File: src/rtl/qam_pkg.sv
// qam_pkg: shared state encoding and preamble symbols for the QAM symbol scheduler
package qam_pkg;
  typedef enum logic [1:0] {IDLE = 2'd0, PREAMBLE = 2'd1, DATA = 2'd2} state_e;
  localparam logic [1:0] PRE_HI = 2'b11;
  localparam logic [1:0] PRE_LO = 2'b00;
endpackage

File: src/rtl/qam_byte_fifo.sv
// qam_byte_fifo: 2-deep byte FIFO with flush; push while full is taken only alongside a pop
module qam_byte_fifo (
  input  logic       clk,
  input  logic       rst,
  input  logic       flush_i,
  input  logic       push_i,
  input  logic [7:0] din_i,
  input  logic       pop_i,
  output logic [7:0] dout_o,
  output logic       full_o,
  output logic       empty_o
);
  logic [7:0] mem_q [2];
  logic       wp_q, rp_q, do_push, do_pop;
  logic [1:0] cnt_q;
  assign full_o  = cnt_q[1];
  assign empty_o = cnt_q == 2'd0;
  assign dout_o  = mem_q[rp_q];
  assign do_push = push_i && (!full_o || pop_i);
  assign do_pop  = pop_i && !empty_o;
  always_ff @(posedge clk or posedge rst) begin
    if (rst) begin
      wp_q  <= 1'b0;
      rp_q  <= 1'b0;
      cnt_q <= 2'd0;
    end else if (flush_i) begin
      wp_q  <= 1'b0;
      rp_q  <= 1'b0;
      cnt_q <= 2'd0;
    end else begin
      wp_q  <= wp_q ^ do_push;
      rp_q  <= rp_q ^ do_pop;
      cnt_q <= cnt_q + {1'b0, do_push} - {1'b0, do_pop};
    end
  end
  always_ff @(posedge clk) begin
    if (do_push && !flush_i) mem_q[wp_q] <= din_i;
  end
endmodule

File: src/rtl/qam_symbol_scheduler.sv
// qam_symbol_scheduler: frames queued bytes into bursts of alternating preamble symbols
// followed by MSB-first dibits, each symbol held for SPS clocks
module qam_symbol_scheduler
  import qam_pkg::*;
#(
  parameter int SPS          = 16,
  parameter int PREAMBLE_LEN = 8
) (
  input  logic       clk,
  input  logic       rst,
  input  logic [7:0] byte_in,
  input  logic       byte_valid,
  output logic       byte_ready,
  input  logic       abort,
  output logic [1:0] data_out,
  output logic       tx_en,
  output logic       symbol_strobe,
  output logic       burst_done
);
  localparam int SW = $clog2(SPS);
  localparam int PW = PREAMBLE_LEN > 1 ? $clog2(PREAMBLE_LEN) : 1;
  state_e        state_q, state_d;
  logic [SW-1:0] cnt_q, cnt_d;
  logic [PW-1:0] pre_q, pre_d;
  logic [1:0]    dib_q, dib_d, data_q, data_d;
  logic [7:0]    sh_q, sh_d, head;
  logic          done_q, done_d, rdy_q, full, empty, last, push, pop;
  assign last          = cnt_q == SW'(SPS - 1);
  assign byte_ready    = rdy_q && !full && !abort;
  assign push          = byte_valid && byte_ready;
  assign pop           = state_q == DATA && cnt_q == '0 && dib_q == 2'd0 && !abort;
  assign data_out      = data_q;
  assign tx_en         = state_q != IDLE;
  assign symbol_strobe = state_q != IDLE && cnt_q == '0;
  assign burst_done    = done_q;
  qam_byte_fifo u_fifo (
    .clk(clk), .rst(rst), .flush_i(abort), .push_i(push), .din_i(byte_in),
    .pop_i(pop), .dout_o(head), .full_o(full), .empty_o(empty)
  );
  // The head byte is latched into sh_q when its first dibit goes out; the pop follows a cycle later
  always_comb begin
    state_d = state_q;
    cnt_d   = last ? '0 : cnt_q + 1'b1;
    pre_d   = pre_q;
    dib_d   = dib_q;
    sh_d    = sh_q;
    data_d  = data_q;
    done_d  = 1'b0;
    if (abort) begin
      state_d = IDLE;
      cnt_d   = '0;
      pre_d   = '0;
      dib_d   = 2'd0;
      data_d  = 2'b00;
    end else if (state_q == IDLE) begin
      cnt_d = '0;
      if (!empty) begin
        state_d = PREAMBLE;
        pre_d   = '0;
        data_d  = PRE_HI;
      end
    end else if (last) begin
      if (state_q == PREAMBLE && pre_q != PW'(PREAMBLE_LEN - 1)) begin
        pre_d  = pre_q + 1'b1;
        data_d = pre_q[0] ? PRE_HI : PRE_LO;
      end else if (state_q == PREAMBLE || dib_q == 2'd3) begin
        dib_d   = 2'd0;
        pre_d   = '0;
        state_d = empty ? IDLE : DATA;
        data_d  = empty ? 2'b00 : head[7:6];
        sh_d    = {head[5:0], 2'b00};
        done_d  = empty;
      end else begin
        dib_d  = dib_q + 2'd1;
        data_d = sh_q[7:6];
        sh_d   = {sh_q[5:0], 2'b00};
      end
    end
  end
  always_ff @(posedge clk or posedge rst) begin
    if (rst) begin
      state_q <= IDLE;
      cnt_q   <= '0;
      pre_q   <= '0;
      dib_q   <= 2'd0;
      sh_q    <= 8'd0;
      data_q  <= 2'b00;
      done_q  <= 1'b0;
      rdy_q   <= 1'b0;
    end else begin
      state_q <= state_d;
      cnt_q   <= cnt_d;
      pre_q   <= pre_d;
      dib_q   <= dib_d;
      sh_q    <= sh_d;
      data_q  <= data_d;
      done_q  <= done_d;
      rdy_q   <= 1'b1;
    end
  end
endmodule

File: config.mk
export PLATFORM = sky130hd
export DESIGN_NAME = qam_symbol_scheduler
export DESIGN_NICKNAME = d
export VERILOG_FILES = /design/src/rtl/qam_pkg.sv /design/src/rtl/qam_byte_fifo.sv /design/src/rtl/qam_symbol_scheduler.sv
export SDC_FILE = /design/constraint.sdc
export NUM_CORES = 1
export LEC_CHECK = 0
export ABC_AREA = 1
export BUFFER_PORTS_ARGS = -buffer_cell sky130_fd_sc_hd__buf_2
export CORE_ASPECT_RATIO = 1.5
export CORE_MARGIN = 2
export CORE_UTILIZATION = 30
export CTS_CLUSTER_DIAMETER = 50
export CTS_CLUSTER_SIZE = 8
export DETAILED_ROUTE_END_ITERATION = 16
export PLACE_DENSITY_LB_ADDON = 0.1
export SLEW_MARGIN = 40
export SYNTH_ARGS = -nofsm -noshare
export SYNTH_HDL_FRONTEND = slang
export SYNTH_SLANG_ARGS = --single-unit
File: constraint.sdc
create_clock -name clk -period 2 [get_ports clk]
set_input_delay 0.4 -clock clk [delete_from_list [all_inputs] [get_ports clk]]
set_output_delay 0.4 -clock clk [all_outputs]
set_load 0.005 [all_outputs]
==> reports/results.ini <==
[placement]
gp_congestion=0.759
dp_hpwl_microns=2860
io_buffers=17
placed_area_sq_mm=0.00217
post-place-ws_ns=0.237

[sta]
period_share_pct=87.7
final-hold-violation-count=0
finalSetupTns_ns=0
layout_min_cycle_time_ns=1.75
rsz0062_at_grt=no
skew_ns=0.00813
fmax_mhz=570
setup_slack_ns=0.245
drv_slew=0
setup-violations-final=0

[synth]
postSynthAreaPerCell_sq_um=9.63
ys_warn_count=0
synth_seq_cells=41
yosysUniqueCellTypes=29
synth_area_sq_mm=0.00197
synth_edf_count=16
async_flop_share_pct=61.0
syn_nets=225
netlist_instances=205
synth_ff_type=dfrtp_1
yosysSeqAreaShare_pct=56.0

[cells_and_area]
drive_above_1_share_pct=21.1
diodes=0
fill_cells=662
final_nets=251
final_cell_mix=nand2_1 (55), dfrtp_1 (25), inv_1 (23)
final_area_sq_mm=0.00231
area_delta_synth_final_pct=16.8
mostFrequentLayoutCell=nand2_1
utilization_pct=35.8

[critical_path]
slowest_delay_ns=0.42
slowest_stage=dfrtp_1
crit_required_ns=2.19
end_kind=flip-flop
crit_fanout=4
cpMostUsedCell=inv_1
crit_arrival_ns=1.94
crit_buf_inv=3
criticalPathCategory=flip-flop to flip-flop
worst_setup_path_start_kind=flip-flop
cp_cell_sequence=nor2_1 -> inv_1 -> nand3_1 -> inv_1 -> ha_1 -> inv_1 -> ha_1 -> xor2_1 -> nor2_1
crit_family=adder cells

[floorplanning]
die_h_microns=103
fp.dieArea_sq_mm=0.00726
std_cell_rows=36
placeableCoreArea_sq_mm=0.00644
ioPinCount=18
initial_core_util_pct=30.7
die_x_microns=70.2

[clock_network]
cts_sinks=41
clkLatencyLatePin_ns=0.30
cts_setup_buffers=0
h-tree-depth=2
clock_path_buffers=2
hold_buffers=0
cts_root_buffer=clkbuf_8
post_cts_resized=0
cts_tree=done
cts_buffers=5
clk_pin_slew_worst_paths_ns=0.09

[power_and_ir_drop]
p_leak_uw=0.00111
max-vdd-ir-drop_v=0.000465
powerDensity_mw_per_mm2=994

[worst_hold_path]
hp-class=input pin to asynchronous set/reset pin

[outcome]
outcome=completed

[route]
routed_wl_microns=3800
vias=1346
drc=0
postRouteAntennaNets=0
post_drt_wl_per_cell_microns=12.3
dr.pass1.iters=4
vias_per_cell=4.37
detail_route.iter0.violations=52

[grt]
grt_pass1_wl_microns=6760
grt_usage_pct=12.2
grt_pass1_vias=1401
grt_overflow_total=0
antenna_found_initial=0
grt_max_degree=26

[flow_run]
maxCapViolations=0

[worst min-delay path: cells and delay by family]
| family | cells | cell delay, ns |
|---|---|---|
| buffers and inverters | 3 | 0.44 |
[cell usage after synthesis (2+ instances only)]
| master | number | area, sq um |
|---|---|---|
| a21oi_1 | 3 | 15.0 |
| dfrtp_1 | 25 | 626 |
| edfxtp_1 | 16 | 480 |
| ha_1 | 8 | 100 |
| inv_1 | 23 | 86.3 |
| inv_2 | 3 | 11.3 |
| mux2i_1 | 2 | 20.0 |
| nand2_1 | 55 | 206 |
| nand2_2 | 5 | 31.3 |
| nand2_4 | 3 | 33.8 |
| nand3_1 | 16 | 80.1 |
| nor2_1 | 17 | 63.8 |
| nor2_4 | 3 | 33.8 |
| o21ai_0 | 9 | 45.0 |
| o22ai_1 | 2 | 12.5 |
| xor2_1 | 2 | 17.5 |
[per-layer routing]
metal	vias to the layer above	GRT usage, %	share of wire (%)	wire length, microns
li1	706	-	-	-
met1	617	12.5	40	1500
met2	15	23.2	55	2090
met3	8	3.00	2.7	103
met4	0	5.92	2.8	106
met5	-	0	0	0
[sequential cells by signal, indices dropped and copies added, names as in the netlist]
register and cells:
u_fifo.mem_q 16, sh_q 6, cnt_q 4, pre_q 3, data_out 2, dib_q 2, state_q 2, u_fifo.cnt_q 2
burst_done 1, rdy_q 1, u_fifo.rp_q 1, u_fifo.wp_q 1
[path summary, 6_finish.rpt]
kind                                                      to                      start  depth (start not counted)  slack, ns
worst max-delay path               u_fifo.cnt_q[1]$_DFF_PP0_  u_fifo.cnt_q[1]$_DFF_PP0_                          9       0.25
min in group clk                u_fifo.mem_q[0][3]$_DFFE_PP_                 byte_in[3]                          1       0.28
worst min register to register       data_out[1]$_DFFE_PP0P_    data_out[1]$_DFFE_PP0P_                          2       0.48
max in group asynchronous               pre_q[2]$_DFFE_PP0P_                        rst                          3       1.60
worst min-delay path                      cnt_q[2]$_DFF_PP0_                        rst                          3       0.14
worst max register to register     u_fifo.cnt_q[1]$_DFF_PP0_  u_fifo.cnt_q[1]$_DFF_PP0_                          9       0.25
[area by class of cell]
| class | instances | area [sq um] | area share, % |
|---|---|---|---|
| flip-flops and latches | 41 | 1110 | 48.0 |
| clock buffers | 5 | 68.8 | 2.98 |
| repair buffers | 21 | 115 | 4.99 |
| inverters | 28 | 113 | 4.88 |
| well taps | 76 | 95.1 | 4.12 |
| clock inverters | 3 | 68.8 | 2.98 |
| multi-input cells | 134 | 739 | 32.1 |
[report_power, final]
group / switching, uW / total [uW] / leakage, uW / internal [uW]
sequential: 47.5 / 982 / 0.000465 / 934
combinational: 335 / 498 / 0.000580 / 163
clock: 309 / 811 / 0.0000687 / 503
total: 692 / 2290 / 0.00111 / 1600
[logic make-up (layout without fill, tap and decap cells)]
logic type / count (synthesis) / after routing / synth area share [%]
AO/OA/AOI/OAI: 14 / 14 / 3.68
XOR/XNOR: 3 / 3 / 1.33
adder cells (fa/ha/maj): 8 / 8 / 5.07
buffers and inverters: 30 / 57 / 6.53
flip-flops: 41 / 41 / 56.0
multiplexers: 2 / 2 / 1.01
other: 1 / 1 / 0.190
AND/OR/NAND/NOR: 106 / 106 / 26.2
[per-stage QoR]
| step | total power (uW) | std cells | hold WS, ns |
|---|---|---|---|
| floorplan | 1360 | 205 | 0.427 |
| global placement | 1520 | 300 | 0.466 |
| detailed placement | 1510 | 300 | 0.473 |
| CTS | 2340 | 308 | 0.148 |
| global route | 2460 | 308 | 0.179 |
| finish | 2290 | 308 | 0.137 |
(Power assumes the default switching activity.)
